`src/rtl/ls_queue.sv`:
```
// Load/store queue: program-ordered circular FIFO between the reservation stage
// and the data cache. One cache request in flight; load results go to the CDB.
module ls_queue #(
  parameter int DEPTH = 16,
  parameter int ROB_W = 5
) (
  input  logic             clk,
  input  logic             rst,
  input  logic             rst_c,
  input  logic             rdy,
  input  logic             enq_en_i,
  input  logic [31:0]      base_i,
  input  logic [31:0]      src2_i,
  input  logic [31:0]      imm_i,
  input  logic             is_store_i,
  input  logic [2:0]       funct3_i,
  input  logic [ROB_W-1:0] rob_id_i,
  input  logic             commit_en_i,
  input  logic [ROB_W-1:0] commit_id_i,
  output logic             full_o,
  output logic             empty_o,
  output logic             mem_en_o,
  output logic             mem_rw_o,
  output logic [31:0]      mem_addr_o,
  output logic [31:0]      mem_data_o,
  output logic [2:0]       mem_width_o,
  input  logic             mem_rdy_i,
  input  logic [31:0]      mem_data_i,
  output logic             cdb_en_o,
  output logic [ROB_W-1:0] cdb_id_o,
  output logic [31:0]      cdb_data_o,
  output logic             st_rdy_o,
  output logic [ROB_W-1:0] st_id_o
);

  localparam int AW = $clog2(DEPTH);
  localparam int CW = AW + 1;

  localparam logic [1:0] IDLE  = 2'd0;
  localparam logic [1:0] BUSY  = 2'd1;
  localparam logic [1:0] DRAIN = 2'd2;

  logic [31:0]      r_addr [DEPTH];
  logic [31:0]      r_data [DEPTH];
  logic [2:0]       r_f3   [DEPTH];
  logic [2:0]       r_wid  [DEPTH];
  logic [ROB_W-1:0] r_rob  [DEPTH];
  logic [DEPTH-1:0] r_st;
  logic [DEPTH-1:0] r_vld;
  logic [DEPTH-1:0] r_cmt;

  logic [1:0]    r_state;
  logic [AW-1:0] r_head;
  logic [AW-1:0] r_tail;
  logic [CW-1:0] r_count;

  logic             w_h_st;
  logic             w_enq;
  logic             w_deq;
  logic             w_busy_ld;
  logic             w_issue;
  logic [DEPTH-1:0] w_keep;
  logic [CW-1:0]    w_ccnt;
  logic [CW-1:0]    w_cnt_nx;
  logic [AW-1:0]    w_head_nx;
  logic [AW-1:0]    w_tail_nx;

  function automatic logic [2:0] f3_width(input logic [2:0] f3);
    case (f3)
      3'b000, 3'b100: f3_width = 3'd1;
      3'b001, 3'b101: f3_width = 3'd2;
      3'b010:         f3_width = 3'd4;
      default:        f3_width = 3'd0;
    endcase
  endfunction

  function automatic logic [31:0] ld_ext(input logic [2:0] f3, input logic [31:0] d);
    case (f3)
      3'b000:  ld_ext = {{24{d[7]}}, d[7:0]};
      3'b001:  ld_ext = {{16{d[15]}}, d[15:0]};
      3'b010:  ld_ext = d;
      3'b100:  ld_ext = {24'd0, d[7:0]};
      3'b101:  ld_ext = {16'd0, d[15:0]};
      default: ld_ext = 32'd0;
    endcase
  endfunction

  assign w_h_st    = r_st[r_head];
  assign w_enq     = enq_en_i && !full_o && !rst_c;
  assign w_deq     = (r_state == BUSY) && mem_rdy_i;
  assign w_busy_ld = (r_state == BUSY) && !w_h_st;
  assign w_issue   = (r_state == IDLE) && !rst_c && (r_count != '0) &&
                     (!w_h_st || r_cmt[r_head]);
  // Committed stores survive a flush; in-order commit keeps them contiguous at the front.
  assign w_keep    = r_vld & r_cmt & r_st;

  always_comb begin
    w_ccnt = '0;
    for (int i = 0; i < DEPTH; i++) w_ccnt = w_ccnt + CW'(w_keep[i]);
  end

  // A flushed in-flight load is dropped at flush time by stepping head past it.
  always_comb begin
    w_head_nx = r_head;
    w_tail_nx = r_tail;
    w_cnt_nx  = r_count;
    if (w_deq || (rst_c && w_busy_ld)) w_head_nx = r_head + AW'(1);
    if (rst_c) begin
      w_tail_nx = r_head + AW'(w_busy_ld) + w_ccnt[AW-1:0];
      w_cnt_nx  = w_ccnt - CW'(w_deq && w_h_st);
    end else begin
      if (w_enq) w_tail_nx = r_tail + AW'(1);
      w_cnt_nx = r_count + CW'(w_enq) - CW'(w_deq);
    end
  end

  always_ff @(posedge clk or posedge rst) begin
    if (rst) begin
      r_vld <= '0;
      r_cmt <= '0;
      r_st  <= '0;
    end else if (rdy) begin
      if (rst_c) begin
        r_vld <= w_keep;
        r_cmt <= w_keep;
      end else begin
        for (int i = 0; i < DEPTH; i++)
          if (commit_en_i && r_vld[i] && r_st[i] && (r_rob[i] == commit_id_i))
            r_cmt[i] <= 1'b1;
        if (w_enq) begin
          r_vld[r_tail] <= 1'b1;
          r_cmt[r_tail] <= 1'b0;
          r_st[r_tail]  <= is_store_i;
        end
      end
      if (w_deq) begin
        r_vld[r_head] <= 1'b0;
        r_cmt[r_head] <= 1'b0;
      end
    end
  end

  always_ff @(posedge clk) begin
    if (rdy && w_enq) begin
      r_addr[r_tail] <= base_i + imm_i;
      r_data[r_tail] <= src2_i;
      r_f3[r_tail]   <= funct3_i;
      r_wid[r_tail]  <= f3_width(funct3_i);
      r_rob[r_tail]  <= rob_id_i;
    end
  end

  always_ff @(posedge clk or posedge rst) begin
    if (rst) begin
      r_head      <= '0;
      r_tail      <= '0;
      r_count     <= '0;
      r_state     <= IDLE;
      full_o      <= 1'b0;
      empty_o     <= 1'b1;
      mem_en_o    <= 1'b0;
      mem_rw_o    <= 1'b0;
      mem_addr_o  <= '0;
      mem_data_o  <= '0;
      mem_width_o <= '0;
      cdb_en_o    <= 1'b0;
      cdb_id_o    <= '0;
      cdb_data_o  <= '0;
      st_rdy_o    <= 1'b0;
      st_id_o     <= '0;
    end else if (rdy) begin
      r_head   <= w_head_nx;
      r_tail   <= w_tail_nx;
      r_count  <= w_cnt_nx;
      full_o   <= (w_cnt_nx == CW'(DEPTH));
      empty_o  <= (w_cnt_nx == '0);
      st_rdy_o <= w_enq && is_store_i;
      if (w_enq && is_store_i) st_id_o <= rob_id_i;
      cdb_en_o <= 1'b0;
      case (r_state)
        IDLE: begin
          if (w_issue) begin
            mem_en_o    <= 1'b1;
            mem_rw_o    <= !w_h_st;
            mem_addr_o  <= r_addr[r_head];
            mem_data_o  <= r_data[r_head];
            mem_width_o <= r_wid[r_head];
            r_state     <= BUSY;
          end
        end
        BUSY: begin
          if (mem_rdy_i) begin
            mem_en_o <= 1'b0;
            r_state  <= IDLE;
            if (!w_h_st && !rst_c) begin
              cdb_en_o   <= 1'b1;
              cdb_id_o   <= r_rob[r_head];
              cdb_data_o <= ld_ext(r_f3[r_head], mem_data_i);
            end
          end else if (rst_c && !w_h_st) begin
            r_state <= DRAIN;
          end
        end
        DRAIN: begin
          if (mem_rdy_i) begin
            mem_en_o <= 1'b0;
            r_state  <= IDLE;
          end
        end
        default: r_state <= IDLE;
      endcase
    end
  end

endmodule

```
`config.mk`:
```
export PLATFORM = sky130hd
export DESIGN_NAME = ls_queue
export DESIGN_NICKNAME = d
export VERILOG_FILES = /design/src/rtl/ls_queue.sv
export SDC_FILE = /design/constraint.sdc
export NUM_CORES = 2
export LEC_CHECK = 0
export BUFFER_PORTS_ARGS = -buffer_cell sky130_fd_sc_hd__buf_2
export CORE_MARGIN = 3
export CORE_UTILIZATION = 34
export CTS_BUF_LIST = sky130_fd_sc_hd__clkbuf_8 sky130_fd_sc_hd__clkbuf_16
export CTS_CLUSTER_SIZE = 8
export DETAILED_ROUTE_END_ITERATION = 10
export HOLD_SLACK_MARGIN = 0.02
export SLEW_MARGIN = 10
export SYNTH_ARGS = -nofsm -noshare
export SYNTH_HDL_FRONTEND = slang
export SYNTH_SLANG_ARGS = --single-unit
```
`constraint.sdc`:
```
create_clock -name clk -period 17.6 [get_ports clk]
set_input_delay 2.64 -clock clk [delete_from_list [all_inputs] [get_ports clk]]
set_output_delay 2.64 -clock clk [all_outputs]
set_load 0.01 [all_outputs]
```
After elaboration in Yosys (flattened, before gate mapping)
Memory sizes are Yosys's and may differ from the RTL's. A register that Yosys moved wholly into a read port is not among the register bits.
Index checks and enable logic that the tools add are counted.
Widths: inputs -> output; s select.
- memory bits (writable): 1200
- register bits after elaboration: 106
- output and inout bits: 115
- word-level logic and storage cells: 257
- memories kept: 5
- add/subtract/negate cells: 23
- bitwise operators: 9
- muxes and demuxes: 84
- equality and inequality tests: 31
- reductions and logical operators: 86
- order comparisons: 4
- memories (name ; depth ; width ; rd ports ; clocked after memory_dff ; wr ports ; line ; text):
    r_addr ; 16 ; 32 ; 1 ; 1 ; 1 ; 43 ; logic [31:0] r_addr [DEPTH];
    r_data ; 16 ; 32 ; 1 ; 1 ; 1 ; 44 ; logic [31:0] r_data [DEPTH];
    r_rob ; 16 ; 5 ; 17 ; 1 ; 1 ; 47 ; logic [ROB_W-1:0] r_rob [DEPTH];
    r_f3 ; 16 ; 3 ; 1 ; 0 ; 1 ; 45 ; logic [2:0] r_f3 [DEPTH];
    r_wid ; 16 ; 3 ; 1 ; 1 ; 1 ; 46 ; logic [2:0] r_wid [DEPTH];
- operators with widths (operator ; number):
    $pmux 32 s5 ; 1
    $mux 16 ; 8
    $and 16x16->16 ; 5
    $eq 5x5->1 ; 16
    $logic_and 1x1->1 ; 63
    $add 5x1->5 ; 12
    $mux 1 ; 59
    $add 32x32->32 ; 1
    $not 16->16 ; 2
    $bwmux 16 ; 1
    $or 16x16->16 ; 1
    $eq 3x3->1 const B ; 4
    $reduce_and 4->1 ; 3
    $lt 4x5->1 const B ; 2
    $sub 5x1->5 ; 2
    $pmux 3 s3 ; 1
    $add 4x1->4 const B ; 2
    $bmux 1 s4 ; 2
    $demux 1 s4 ; 2
    $ge 4x1->1 const B ; 2
    $mux 2 ; 4
    $mux 4 ; 2
    $eq 3x1->1 const B ; 2
    $eq 3x2->1 const B ; 2
    other kinds (27) ; 38

Depth between registers and ports, before layout
- word-level depth: 20
- gate-level depth with buffers: 19
- mapped depth without buffers: 19

Worst setup path after synthesis
Ideal clock, no wire load.
- path type: input port to flip-flop
- from: input port rst_c
- to: memory r_addr[0][0] (enable)
- arrival: 7022 ps
- stages: 7
- setup time: 510 ps
- path slack: 10068 ps
- cell sequence: clkbuf_1 -> inv_1 -> and2_1 -> inv_1 -> nor3_1 -> nand2_1 -> nor2_1
- word-level cells in the longest chain between the ends: 5
- ends and longest elaborated chain (element ; line ; text):
    start: declaration ; 9 ; input logic rst_c,
    $logic_not 1->1 ; 89 ; assign w_enq = enq_en_i && !full_o && !rst_c;
    $logic_and 1x1->1 ; 89 ;
    $logic_and 1x1->1 ; 144 ; if (rdy && w_enq) begin
    $mux 1 ; 144 ;
    $mux 1 (not written as such) ; 145 ; r_addr[r_tail] <= base_i + imm_i;
    end: declaration ; 43 ;
No other way between the ends.

Worst setup path after layout
- from: input port base_i[0]
- to: memory r_addr[15][28], data pin
- word-level cells in the longest chain between the ends: 1
- ends and longest elaborated chain (element ; line ; text):
    start: declaration ; 12 ; input logic [31:0] base_i,
    $add 32x32->32 ; 145 ;
No other way between the ends.

==> summary.txt <==
Routing
  – Via/cell ratio: approximately 5.2
  – Pre-antenna DRT Iters: 6
  – WL per Instance: around 24 µm
  – Final WL: roughly 130000 µm
  – Initial drt markers: between 2000 and 2500
  – Residual DRC: 0
  – Total number of vias: a little under 30000
  – Number of routed nets with antenna violations: 0

Synthesis
  – Post-synth EDFFs: 1200
  – Cells after Synth: 2918
  – Post-Syn Area: approximately 57000 µm²
  – Register area share after synthesis: a little under three quarters
  – Post-synth ARST share: between 10% and 20%
  – Yosys reg bits: between 1000 and 1500
  – Cell variety after synth: 66
  – Post-synth net total: 3139
  – Synthesized area per cell: between 15 and 20 µm²
  – Synth Flop Type: edfxtp_1
  – Synth warn: 0

Floorplan
  – Die X: roughly 410 µm
  – Die area: ~170000 µm²
  – Core area: roughly 170000 µm²
  – Rows: about 150
  – Starting Density: 34.2%
  – Die Ht: between 400 and 500 µm
  – I/O pin count: between 200 and 300

Final layout
  – Area Overhead vs Synth: 17.2%
  – Final Util: ~40%
  – Final nets: 3497
  – Post-Layout Inst Area: 66300 µm²
  – Layout cells sized above 1: a little under a third
  – Commonest cells after routing, fill and taps aside: edfxtp_1, mux4_2, buf_2, clkbuf_16, inv_1
  – Most common cell after layout, fill and taps aside: edfxtp_1
  – Fill count: ~15000

Worst setup path
  – Reg-to-Reg End: cdb_data_o[30]$_DFFE_PP0P_
  – Crit path arrival time: around 6500 ps
  – Worst-path maximum fanout: 16
  – R2R setup slack: 12410 ps
  – WS Path Type: primary input to register
  – Data required time of the critical path: 18030 ps
  – Worst Setup Start Kind: primary input
  – Worst setup EP type: register
  – R2R depth: 9
  – RR Startpoint: r_head[0]$_DFFE_PP0P_

Clock tree
  – CTS Hold Buffers Added: 0
  – CTS root buf: clkbuf_16
  – Skew-Pair Late Insertion Delay: 800 ps
  – Clock transition at path regs: approximately 50 ps
  – H-tree depth: 4
  – CTS tree: done
  – Clock Path Buffers: 3
  – Num CTS Buffers: about 190
  – Buffer count from post-CTS setup fixing: 0
  – Post-CTS sizing: 0
  – Clock sink total: 1378

Pwr
  – VDD IR-drop max: approximately 130 µV
  – Switching share of power: 29.5%
  – Combinational Power Share: a little over a quarter
  – Sequential power share: between 40 and 50%
  – Power per Cell Area: between 150 and 200 nW/µm²
  – Pint: just over 7 mW
  – Leak Pwr: between 20 and 25 nW
  – Switching Power: 2.96 mW
  – Clock power share: between 30% and 40%

Min path
  – Hold Startpoint: cdb_data_o[2]$_DFFE_PP0P_
  – Worst Hold Endpoint: cdb_data_o[2]$_DFFE_PP0P_
  – Hold WC Path Type: register to register
  – Hold Path Depth: 2

Global route
  – Total global-route track usage: 15.7%
  – First-pass GRT wire length: around 200000 µm
  – Largest net degree at the start of global routing: around 160
  – GRT overflow: 0
  – Initial antenna violation count: 18
  – Vias in the first global route: between 30000 and 40000

Timing
  – Clock skew: ~48 ps
  – RSZ-0062 raised after global routing: no
  – Final hold vios: 0
  – Final worst path period share: between 30% and 40%
  – Setup_tns: 0 ps
  – Max Slew Vio Count: 0
  – Rel. slew slack: a little over a fifth
  – Final setup viols: 0
  – Fin crit period: slightly above 6000 ps
  – Fmax achieved: roughly 170 MHz
  – Least-Margin Pin Slew: around 1200 ps

Flow run
  – Maxcap violations: 0

Place
  – PortBufs: 263
  – Placed inst area: roughly 60000 µm²
  – DP HPWL: 79100 µm
  – Gpl congestion: roughly 0.81

Status
  – Status: finished, final reports clean
## cell families (layout without fill, tap and decap cells)
logic type	Yosys count	in the layout	synth area share, %
XOR/XNOR	119	119	1.84
buffers and inverters	212	713	1.57
flip-flops	1378	1378	71.6
other	0	9	0
AND/OR/NAND/NOR	352	352	2.91
multiplexers	465	465	16.9
AO/OA/AOI/OAI	320	320	3.38
adder cells (fa/ha/maj)	72	72	1.78
## per-stage QoR
stage | total power, mW | hold WS [ps] | instances | setup slack (ps)
2_1_floorplan | 5.90 | 455 | 2918 | 10070
3_3_place_gp | 6.80 | 444 | 5271 | 10800
3_5_place_dp | 6.82 | 454 | 5271 | 10700
4_1_cts | 10.2 | 464 | 5608 | 11540
5_1_grt | 10.5 | 486 | 5609 | 11080
6_report | 10.0 | 460 | 5617 | 11570
## synth_stat cells (22+ instances only)
library cell     n  area (µm²)
edfxtp_1      1200       36000
mux4_2         384        8650
dfrtp_1        177        4430
nand2_1        160         601
a21oi_1        105         526
clkbuf_1        99         372
o21ai_0         96         480
xnor2_1         75         657
mux2_2          68         766
inv_1           59         221
nor2_1          59         221
ha_1            58         726
xor2_1          44         385
and3_1          34         213
nand3_1         29         145
buf_1           22        82.6
## power groups by stage
stage | Clock, mW | Sequential (mW) | Combinational (mW)
floorplan | 0 | 4.07 | 1.83
global placement | 0 | 4.11 | 2.69
detailed placement | 0 | 4.12 | 2.71
CTS | 3.43 | 4.06 | 2.71
global route | 3.58 | 4.08 | 2.86
finish | 3.35 | 4.05 | 2.64
## registers in the layout (all words and copies together) (netlist names), 2 cells and up
register / flops
r_rob: 80
cdb_id_o: 5
r_tail: 4
r_vld: 16
r_cmt: 16
r_data: 512
r_addr: 512
st_id_o: 5
r_f3: 48
r_state: 2
mem_width_o: 3
r_wid: 48
r_head: 4
r_count: 5
cdb_data_o: 32
mem_addr_o: 32
mem_data_o: 32
r_st: 16
## critical path, stage by stage
cell and delay [ps]:
buf_2 80, ha_1 300, inv_1 100, fa_1 440
nor2b_1 170, o31ai_1 110, a21oi_1 370, a211oi_1 240
a21oi_1 550, nor4_1 140, o311ai_0 430, xor2_1 880
## layout make-up
cell class              instances  area [µm²]  area share, %
inverters                      61         240          0.362
repair buffers                315        1730           2.61
multi-input cells            1328       15400           23.2
clock buffers                 195        4860           7.33
well taps                    2189        2740           4.13
flip-flops and latches       1378       40500           61.1
diodes                          9        22.5         0.0340
clock inverters               142         817           1.23
## metal layers
metal / vias up / share of wire [%] / GRT usage [%]
li1: 12600 / - / -
met1: 15400 / 43 / 21.7
met2: 969 / 49 / 25.4
met3: 235 / 5.8 / 2.91
met4: 4 / 2.4 / 4.76
met5: - / 0.024 / 0
## worst max path at each step
stage	start	to	slack, ps	cells after the start
finish	base_i[0]	r_addr[15][28]$_DFFE_PP_	11570	12
global route	base_i[0]	r_addr[15][28]$_DFFE_PP_	11080	12
CTS	base_i[0]	r_addr[13][30]$_DFFE_PP_	11540	12
detailed placement	base_i[0]	r_addr[1][30]$_DFFE_PP_	10700	12
global placement	base_i[0]	r_addr[0][30]$_DFFE_PP_	10800	12
floorplan	rst_c	r_addr[0][0]$_DFFE_PP_	10070	7
No activity file was read; power rests on OpenSTA's default activity.
